<file path="config.mk">
export PLATFORM = sky130hd
export DESIGN_NAME = dmem_arbiter
export DESIGN_NICKNAME = d
export VERILOG_FILES = /design/src/rtl/dmem_arbiter_pkg.sv /design/src/rtl/dmem_arbiter_rr_arb2.sv /design/src/rtl/dmem_arbiter.sv
export SDC_FILE = /design/constraint.sdc
export NUM_CORES = 1
export LEC_CHECK = 0
export ABC_CLOCK_PERIOD_IN_PS = 2050
export CAP_MARGIN = 5
export CORE_ASPECT_RATIO = 1.4
export CORE_MARGIN = 10
export CORE_UTILIZATION = 39
export DETAILED_ROUTE_END_ITERATION = 16
export PLACE_DENSITY = 0.79
export SYNTH_ARGS = -nofsm -noshare
export SYNTH_HDL_FRONTEND = slang
export SYNTH_HIERARCHICAL = 1
export SYNTH_SLANG_ARGS = --single-unit
export TNS_END_PERCENT = 1
</file>
<file path="constraint.sdc">
create_clock -name clock -period 2.05 [get_ports clock]
set_clock_uncertainty 0.1 [all_clocks]
set_input_delay 0.41 -clock clock [delete_from_list [all_inputs] [get_ports clock]]
set_output_delay 0.41 -clock clock [all_outputs]
set_load 0.01 [all_outputs]
</file>
<file path="src/rtl/dmem_arbiter_pkg.sv">
// Shared types and defaults for the Data_Memory two-port arbiter.
// Optional feature macro: DMEM_ARB_WPROT_EN (port-1 write protection of the upper address range).
package dmem_arbiter_pkg;

    // State encoding is fixed so that external probes see IDLE=0, ACCESS=1, RESP=2.
    typedef enum logic [1:0] {
        StIdle   = 2'd0,
        StAccess = 2'd1,
        StResp   = 2'd2
    } arb_state_e;

    localparam int unsigned DefAddrWidth = 8;
    localparam int unsigned DefDataWidth = 8;

    // Build-time switch for the port-1 write protection window.
    function automatic logic wprot_enabled();
`ifdef DMEM_ARB_WPROT_EN
        return 1'b1;
`else
        return 1'b0;
`endif
    endfunction

endpackage

</file>
<file path="src/rtl/dmem_arbiter_rr_arb2.sv">
// Combinational two-way round-robin pick. On a tie the port that did not win last time wins.
module rr_arb2 (
    input  logic req0,
    input  logic req1,
    input  logic last_grant,
    output logic gnt_valid,
    output logic sel
);

    assign gnt_valid = req0 | req1;
    assign sel       = (req0 && req1) ? ~last_grant : req1;

endmodule

</file>
<file path="src/rtl/dmem_arbiter.sv">
// Two-port arbiter/sequencer in front of a single-port Data_Memory.
// Port 0 = CPU load/store, port 1 = debug/DMA loader. One access in flight, 3 cycles each:
// IDLE (grant) -> ACCESS (one memory strobe) -> RESP (ack pulse) -> IDLE.
// Optional feature macro: DMEM_ARB_WPROT_EN rejects port-1 writes at addr >= PROTECT_BASE.
module dmem_arbiter
    import dmem_arbiter_pkg::*;
#(
    parameter int unsigned                ADDR_WIDTH   = DefAddrWidth,
    parameter int unsigned                DATA_WIDTH   = DefDataWidth,
    parameter logic [ADDR_WIDTH-1:0]      PROTECT_BASE = 8'hF0
) (
    input  logic                  clock,
    input  logic                  reset_n,
    // Port 0
    input  logic                  p0_req,
    input  logic                  p0_we,
    input  logic [ADDR_WIDTH-1:0] p0_addr,
    input  logic [DATA_WIDTH-1:0] p0_wdata,
    output logic                  p0_ack,
    output logic [DATA_WIDTH-1:0] p0_rdata,
    // Port 1
    input  logic                  p1_req,
    input  logic                  p1_we,
    input  logic [ADDR_WIDTH-1:0] p1_addr,
    input  logic [DATA_WIDTH-1:0] p1_wdata,
    output logic                  p1_ack,
    output logic [DATA_WIDTH-1:0] p1_rdata,
    output logic                  p1_err,
    // Data_Memory side
    output logic [ADDR_WIDTH-1:0] mem_address,
    output logic [DATA_WIDTH-1:0] mem_write_data,
    output logic                  mem_read,
    output logic                  mem_write,
    input  logic [DATA_WIDTH-1:0] mem_read_data,
    output logic                  busy
);

    arb_state_e              r_state;
    arb_state_e              w_state_d;
    logic                    r_last_grant;
    logic                    r_sel;
    logic                    r_we;
    logic                    r_blocked;
    logic [ADDR_WIDTH-1:0]   r_addr;
    logic [DATA_WIDTH-1:0]   r_wdata;
    logic [DATA_WIDTH-1:0]   r_p0_rdata;
    logic [DATA_WIDTH-1:0]   r_p1_rdata;

    logic                    w_gnt_valid;
    logic                    w_sel;
    logic                    w_we;
    logic [ADDR_WIDTH-1:0]   w_addr;
    logic [DATA_WIDTH-1:0]   w_wdata;
    logic                    w_blocked;
    logic                    w_grant;

    rr_arb2 u_rr_arb2 (
        .req0       (p0_req),
        .req1       (p1_req),
        .last_grant (r_last_grant),
        .gnt_valid  (w_gnt_valid),
        .sel        (w_sel)
    );

    assign w_we    = w_sel ? p1_we    : p0_we;
    assign w_addr  = w_sel ? p1_addr  : p0_addr;
    assign w_wdata = w_sel ? p1_wdata : p0_wdata;

    // A rejected write still walks through ACCESS/RESP so the requester gets its ack (with err).
    assign w_blocked = wprot_enabled() && w_sel && w_we && (w_addr >= PROTECT_BASE);
    assign w_grant   = (r_state == StIdle) && w_gnt_valid;

    // Next-state: fixed IDLE -> ACCESS -> RESP -> IDLE sequence, IDLE holds until a request.
    always_comb begin
        w_state_d = r_state;
        unique case (r_state)
            StIdle:   if (w_gnt_valid) w_state_d = StAccess;
            StAccess: w_state_d = StResp;
            StResp:   w_state_d = StIdle;
            default:  w_state_d = StIdle;
        endcase
    end

    // State register.
    always_ff @(posedge clock or negedge reset_n) begin
        if (!reset_n) begin
            r_state <= StIdle;
        end else begin
            r_state <= w_state_d;
        end
    end

    // Latch the granted request and remember the winner for the next tie-break.
    always_ff @(posedge clock or negedge reset_n) begin
        if (!reset_n) begin
            r_last_grant <= 1'b1;
            r_sel        <= 1'b0;
            r_we         <= 1'b0;
            r_blocked    <= 1'b0;
            r_addr       <= '0;
            r_wdata      <= '0;
        end else if (w_grant) begin
            r_last_grant <= w_sel;
            r_sel        <= w_sel;
            r_we         <= w_we;
            r_blocked    <= w_blocked;
            r_addr       <= w_addr;
            r_wdata      <= w_wdata;
        end
    end

    // Capture read data on the edge that closes ACCESS; held until that port's next read.
    always_ff @(posedge clock or negedge reset_n) begin
        if (!reset_n) begin
            r_p0_rdata <= '0;
            r_p1_rdata <= '0;
        end else if ((r_state == StAccess) && !r_we) begin
            if (r_sel) begin
                r_p1_rdata <= mem_read_data;
            end else begin
                r_p0_rdata <= mem_read_data;
            end
        end
    end

    // Strobes and acks decode straight from registered state so they drop with async reset.
    assign mem_address    = r_addr;
    assign mem_write_data = r_wdata;
    assign mem_write      = (r_state == StAccess) && r_we && !r_blocked;
    assign mem_read       = (r_state == StAccess) && !r_we;

    assign p0_ack   = (r_state == StResp) && !r_sel;
    assign p1_ack   = (r_state == StResp) && r_sel;
    assign p1_err   = (r_state == StResp) && r_sel && r_blocked;
    assign p0_rdata = r_p0_rdata;
    assign p1_rdata = r_p1_rdata;
    assign busy     = (r_state != StIdle);

endmodule

</file>
==> results.tsv <==
metric	value	unit
outcome	completed	
top_layer	met4	
start_kind	flop	
worst_pin_slew	0.796	ns
clock.fmax	521	MHz
core	0.00417	sq mm
n_antenna_cell	0	
hold_viol_final	0	
syn-num-nets	153	
cap_violations	0	
worst_setup_path_end_kind	output port	
ys_seq_area_share	56.1	%
final_common_cell	clkdlybuf4s50_1	
io_pins	84	
clock_sinks	37	
grt_start_max_net_pins	38	
cts_tree	yes	
drive_gt1_share	37.8	%
post_cts_buffers	0	
met2_length	2.39	mm
min_period	1.92	ns
firstDrtPassIters	3	
p_total	3680	uW
areaGrowthSynthToFinish	59.2	%
gp_congestion	0.673	
layout_common_cells	clkdlybuf4s50_1 (76), mux2_2 (52), dfrtp_1 (35)	
met3_length	522	um
mappedNetlistArea	0.00165	sq mm
initialDrtViolationCount	19	
dpl.hpwl	3.72	mm
rows	28	
cts_buffers	5	
via_per_inst	5.01	
worstPathArrival	1.41	ns
grt_pass1_wl	7.42	mm
cts_max_path_buffers	2	
crit_fanout	5	
num_vias	1208	
cp_data_required_time	1.54	ns
final_core_util	63.2	%
start_util	39.7	%
wl_per_cell	18.7	um
maxSlewViolCount	0	
netlist_instances	107	
total_leakage_power	0.00111	uW
clk_latency	0.28	ns
max_slew_margin	46.9	%
io_buffers	82	
rsz0062_at_grt	no	
wl	4.50	mm
drc	0	
layout_worst_path_cycle_share	93.6	%
synth_cell_types	16	
die_y	97.1	um
power.density	1400	mW/mm^2
dieArea	0.00728	sq mm
wl_met1	1.57	mm
antenna_found_initial	0	
ir_drop	0.000783	V
cts-root-buf	clkbuf_8	
grt_pass1_vias	1467	
fin_nets	242	
critPathKind	reg -> out	
setup_violations	0	
grt_overflow	0	
ys_warn_count	6	
synth-seq-cells	37	
ant_nets	0	
track_usage	12.9	%
postSynthAreaPerCell	15.5	sq um
hp-class	in -> async	
h-tree-depth	2	
clk_pin_slew_worst_paths	0.07	ns
die_w	75.0	um
-- sequential cells by signal, summed over array words and instances (netlist names) --
name            flops
mem_address         8
mem_write_data      8
p0_rdata            8
p1_rdata            8
r_last_grant        1
r_sel               1
r_state             2
r_we                1
-- cell usage after synthesis (all sizes together) --
library cell  instances  area (sq um)
a21boi                1          7.51
and2                  1          6.26
and2b                 1          8.76
and3b                 1          10.0
and4bb                1          12.5
buf                   6          35.0
conb                  1          3.75
dfrtp                36           901
dfstp                 1          26.3
mux2                 52           586
nor2b                 1          6.26
nor3b                 2          15.0
nor4b                 1          23.8
or2                   2          12.5
-- power by group --
group	internal [uW]	total (uW)	switching [uW]
clock	266	495	229
combinational	1180	1830	654
sequential	1110	1350	241
total	2560	3680	1120
-- metal layers --
metal,up-vias,global-route usage [%]
li1,556,-
met1,597,12.6
met2,53,22.4
met3,2,7.46
met4,0,2.63
met5,-,0
-- worst max-delay path: stages (launching register included) --
cell	delay, ns
dfrtp_1	0.44
and2b_2	0.26
and2_1	0.14
dlygate4sd2_1	0.29
-- per-stage QoR --
stage          cell area [sq um]  TNS [ns]  hold WS, ns  setup slack (ns)  std cells
2_1_floorplan               1650         0       0.0144             0.322        107
3_3_place_gp                2540    -0.363        0.389           -0.0456        234
3_5_place_dp                2540    -0.785        0.394           -0.0809        234
4_1_cts                     2630         0        0.143          0.000755        241
5_1_grt                     2630         0        0.163            0.0458        241
6_report                    2630         0        0.115             0.131        241
-- path summary, 6_finish.rpt --
path	end	slack, ns	depth (start not counted)	start
max	mem_write	0.13	3	r_state[1]
min	p0_rdata[4]	0.11	1	reset_n
max reg2reg	p0_rdata[2]	0.36	2	r_state[1]
min reg2reg	mem_write_data[5]	0.40	1	mem_write_data[5]
max in group asynchronous	r_state[0]	1.18	1	reset_n
min in group clock	mem_write_data[5]	0.40	1	mem_write_data[5]
-- logic make-up after synthesis --
family	synth area share (%)
compound gates	0.454
buf+inv	2.12
flops	56.1
mux	35.4
other cells	0.227
simple gates	5.75
-- layout make-up --
type                    count  area (sq um)
well taps                  45          56.3
repair buffers             88           862
fillers                   325          1540
multi-input cells          64           701
clock buffers               7          86.3
flip-flops and latches     37           928
-- repair_timing --
action / in CTS / in global routing
hold endpoints to repair: 0 / 0
gates resized for setup: 3 / 3
endpoints found under the setup margin: 3 / 2
pin swaps: 0 / 0
hold buffers: 0 / 0
Power figures use the tool's default switching activity.
==> edit 1 (same flow settings) <==
The package constant `DefDataWidth` goes from 8 to 7.
--- a/src/rtl/dmem_arbiter_pkg.sv
+++ b/src/rtl/dmem_arbiter_pkg.sv
@@ -10,7 +10,7 @@
     } arb_state_e;
 
     localparam int unsigned DefAddrWidth = 8;
-    localparam int unsigned DefDataWidth = 8;
+    localparam int unsigned DefDataWidth = 7;
 
     // Build-time switch for the port-1 write protection window.
     function automatic logic wprot_enabled();
Interface: changed (6 resized); port bits go from 84 to 78. The function was not compared with the original's and may differ.
==> edit 1 against the unedited design <==
  * Sequential cell count fell by 3
  * Routed wire length shrank 7.5%
  * Setup slack better by 0.038 ns
  * Total power down 8.4%
  * Clock power decreased by 8.5%
  * Cell area shrank 7.3%
  * Area after synthesis shrank 6.0%
  * Highest routed layer unchanged
  * First-iteration DRC count increased by 26%
  * Critical endpoint unchanged
  * Fmax up 2.0%
==> edit 1: results (changes against the unedited design) <==
* Status: finished clean
* Logic pwr share at 49.9% (about the same)
* First-iteration detailed-routing DRC count at 24 (+5)
* Drt total wl at 4.17 mm (-7.5%)
* Largest cells by area after synthesis: dfrtp_1 53%, mux2_2 35%, buf_6 2.2%
* GR Layer Usage met3 at 8.71% (+1.2 points)
* Largest stage delay on the critical path at 0.42 ns (-0.02 ns)
* Post-DP Area at 2360 sq um (-7.1%)
* DP Wirelength at 3.44 mm (-7.5%)
* Commonest cells in the netlist: 48 x mux2_2, 33 x dfrtp_1, 3 x buf_4, 3 x buf_6, 2 x nor3b_1
* Drt pass-1 iters at 4 (+1)
* First-pass GRT wire length at 6.59 mm (-11%)
* M2 GR Usage at 21.4% (-0.98 points)
* Sequential-to-total area share from yosys stat at 54.8% (-1.3 points)
* Mapped Cells at 100 (-6.5%)
* Share of cells above drive strength 1 at 37.7% (-0.050 points)
* Metal-1 WL at 1.43 mm (-9.0%)
* Sw Share at 30.9% (+0.37 points)
* Largest net degree at the start of global routing at 35 (-7.9%)
* Routing usage on met1 at 11.4% (-1.2 points)
* Total number of vias at 1,113 (-7.9%)
* Worst-Margin Slew at 0.529 ns (-0.268 ns)
* Peak VDD IR at 0.789 mV (+0.74%)
* Lkg Pwr at 1.03 nW (-7.4%)
* WL met3 at 618 um (+18%)
* Vias in the first global route at 1,264 (-14%)
* Final std cells w/o fill at 226 (-6.2%)
* R2r worst-path depth at 3 (+1)
* Worst EP arrival at 1.37 ns (-0.04 ns)
* Critical R2R Capture: p0_rdata[3]$_DFFE_PN0P_
* Hold WC Path Type: reg2reg
* Syn nets at 143 (-6.5%)
* IO buf count at 76 (-7.3%)
* Placed cell count at 219 (-6.4%)
-- edit 1: cell count changes in the layout (fill, tap and decap cells not counted) --
cell             delta
a21boi_1            +1
buf_2               -1
mux2_2              -4
dfrtp_1             -3
dlygate4sd2_1       +1
a21boi_2            -1
dlymetal6s2s_1      -1
clkinv_2            +2
clkbuf_8            -1
clkbuf_1            -1
clkdlybuf4s50_1     -5
-- edit 1: stage by stage --
| stage | setup WS, ns | utilization (%) | power [W] | hold slack, ns |
|---|---|---|---|---|
| 2_1_floorplan | 0.373 | - | 0.00205 | 0.0144 |
| 4_1_cts | 0.00416 | 62.7 | 0.00344 | 0.410 |
| 6_report | 0.169 | 62.8 | 0.00337 | 0.404 |
| 3_5_place_dp | -0.111 | 60.8 | 0.00300 | 0.396 |
| 3_3_place_gp | -0.0700 | 60.8 | 0.00294 | 0.390 |
| 5_1_grt | 0.0902 | 62.8 | 0.00361 | 0.424 |
-- edit 1: worst register-to-register path, delay by kind of cell, from the launching register on --
family / cells / cell delay (ns)
mux: 1 / 0.40
flops: 1 / 0.42
buf+inv: 1 / 0.17
simple gates: 1 / 0.53
-- edit 1: logic make-up (layout without fill, tap and decap cells) --
logic type | after synthesis | after routing | synth area share, %
AOI/OAI and AO/OA | 1 | 1 | 0.483
buffers and inverters | 6 | 89 | 3.62
DFF | 34 | 34 | 54.8
muxes | 48 | 48 | 34.8
other | 1 | 1 | 0.241
and+or+nand+nor | 10 | 10 | 6.11
-- edit 1: layout make-up --
cell class / instances / area (sq um)
Clock buffer: 5 / 68.8
Multi-Input combinational cell: 60 / 652
Tap cell: 43 / 53.8
Sequential cell: 34 / 853
Fill cell: 321 / 1440
Timing Repair Buffer: 82 / 803
Clock inverter: 2 / 10.0
==> edit 2 (same flow settings) <==
Without the edit above. The 3 states of `arb_state_e` get a one-hot encoding in 3 bits.
--- a/src/rtl/dmem_arbiter_pkg.sv
+++ b/src/rtl/dmem_arbiter_pkg.sv
@@ -3,10 +3,10 @@
 package dmem_arbiter_pkg;
 
     // State encoding is fixed so that external probes see IDLE=0, ACCESS=1, RESP=2.
-    typedef enum logic [1:0] {
-        StIdle   = 2'd0,
-        StAccess = 2'd1,
-        StResp   = 2'd2
+    typedef enum logic [2:0] {
+        StIdle   = 3'b001,
+        StAccess = 3'b010,
+        StResp   = 3'b100
     } arb_state_e;
 
     localparam int unsigned DefAddrWidth = 8;
Formal check against the unedited RTL: no difference found for any inputs over 10 cycles, from zero or initial values and one cycle with reset_n low; not proved beyond that.
==> edit 2 against the unedited design <==
  * Area after synthesis increased by 1.3%
  * Fmax decreased by 1.3%
  * Routed wire length decreased by 8.2%
  * Synthesized cell count increased by 23%
  * Cell area decreased by 0.33%
  * Setup slack got worse by 0.025 ns
  * Sequential cell count increased by 1
  * Total power decreased by 3.2%
  * Non-clock buffer count decreased by 1
  * Largest power group unchanged
==> edit 2: results (changes against the unedited design) <==
* Status: finished clean
* Largest stage delay on the critical path at 0.60 ns (+0.16 ns)
* Gr usage total at 11.5% (-1.4 points)
* Wire length per cell at 15.7 um (-16%)
* Slowest cell on crit path: dfstp_2
* First-pass GRT wire length at 6.66 mm (-10%)
* Total number of vias at 1,301 (+7.7%)
* Worst EP arrival at 1.43 ns (+0.02 ns)
* DP Wirelength at 3.37 mm (-9.3%)
* Largest cells by area after synthesis: dfrtp_1 54%, mux2i_1 10%, mux2_4 7.2%
* Syn Area/Cell at 12.7 sq um (-18%)
* Fillers at 341 (+4.9%)
* Crit-path max FO at 6 (+1)
* Vias in the first global route at 1,434 (-2.2%)
* Sequential-to-total area share from yosys stat at 56.9% (+0.86 points)
* Vias per Instance at 4.93 (-1.7%)
* # diodes at 0 (unchanged)
* Drt pass-1 iters at 2 (-1)
* GPL Wtd Cong at 0.718 (+6.6%)
* First-iteration detailed-routing DRC count at 52 (+33)
* Cell variety after synth at 23 (+7)
* Share of cells above drive strength 1 at 17.4% (-20 points)
* Register clock-pin slew on the reported worst setup and hold paths at 0.07 ns (about the same)
* Cts bufs inserted at 5 (unchanged)
* Clk buf depth at 2 (unchanged)
* Syn nets at 178 (+16%)
* Lkg Pwr at 1.13 nW (+1.6%)
* Hold WC Path Type: in2async
* Final nets at 264 (+9.1%)
* Largest net degree at the start of global routing at 39 (+2.6%)
* Peak VDD IR at 0.756 mV (-3.5%)
* Pre-CTS setup slack at 0.138 ns (+0.219 ns)
* Synth Warn # at 6 (unchanged)
* Commonest cells in the netlist: 36 x dfrtp_1, 19 x nor2_1, 17 x a21oi_1, 17 x mux2i_1
==> edit 2: changes by cell type in the layout (fill, tap and decap cells not counted), sizes merged, moves of 2 or more <==
cell / change
nor4b: +2
mux2: -36
clkinv: +2
dlymetal6s2s: -2
nand2: +3
a21oi: +17
o21ai: +2
mux2i: +17
nor2: +19
inv: +2
==> edit 2: worst register-to-register path, cell delays in order (launching register included) <==
cell,delay (ns)
dfrtp_2,0.45
nor4b_4,0.33
and2_4,0.30
mux2_4,0.32
==> edit 2: worst paths after layout <==
path	startpoint	to	slack (ns)	cells past startpoint
max in group asynchronous	reset_n	r_state[0]$_DFFE_PN1P_	1.44	2
worst max-delay path	r_state[0]$_DFFE_PN1P_	busy	0.11	2
worst max register to register	r_state[2]$_DFFE_PN0P_	p0_rdata[4]$_DFFE_PN0P_	0.44	3
worst min-delay path	reset_n	p0_rdata[6]$_DFFE_PN0P_	0.06	2
worst min register to register	r_last_grant$_DFFE_PN1P_	r_last_grant$_DFFE_PN1P_	0.41	2
min in group clock	r_last_grant$_DFFE_PN1P_	r_last_grant$_DFFE_PN1P_	0.41	2
==> edit 2: power by group <==
| part | switching, W | internal [W] | total [W] |
|---|---|---|---|
| combinational | 0.000690 | 0.00103 | 0.00172 |
| clock | 0.000246 | 0.000235 | 0.000481 |
| sequential | 0.000226 | 0.00113 | 0.00136 |
==> edit 2: kinds of logic after synthesis <==
kind of cell | count (synthesis) | synth area share [%]
buffers and inverters | 10 | 4.03
other | 1 | 0.224
muxes | 33 | 22.7
DFF | 38 | 56.9
and+or+nand+nor | 30 | 10.0
AOI/OAI and AO/OA | 20 | 6.12
==> edit 2: what timing repair did <==
| item | CTS | global route |
|---|---|---|
| setup endpoints to repair | 4 | 0 |
| hold endpoints to repair | 0 | 0 |
| gates resized for setup | 6 | 0 |
==> edit 2: final cells by class <==
type,instances,share of cell area [%]
Clock inverter,2,0.381
Timing Repair Buffer,87,32.8
Clock buffer,6,2.76
Sequential cell,38,36.4
Tap cell,45,2.14
Inverter,2,0.286
Multi-Input combinational cell,84,25.3
==> edit 2: metal layers <==
| layer | routed length (um) | GRT usage (%) |
|---|---|---|
| met1 | 1630 | 11.5 |
| met2 | 1960 | 18.8 |
| met3 | 493 | 7.06 |
| met4 | 42 | 3.44 |
| met5 | 0 | 0 |
==> edit 2: metrics by stage <==
stage / util (%) / instance area (sq um)
finish: 62.4 / 2630
global route: 62.4 / 2630
CTS: 62.4 / 2630
detailed placement: 60.4 / 2540
global placement: 60.4 / 2540
floorplan: - / 1680
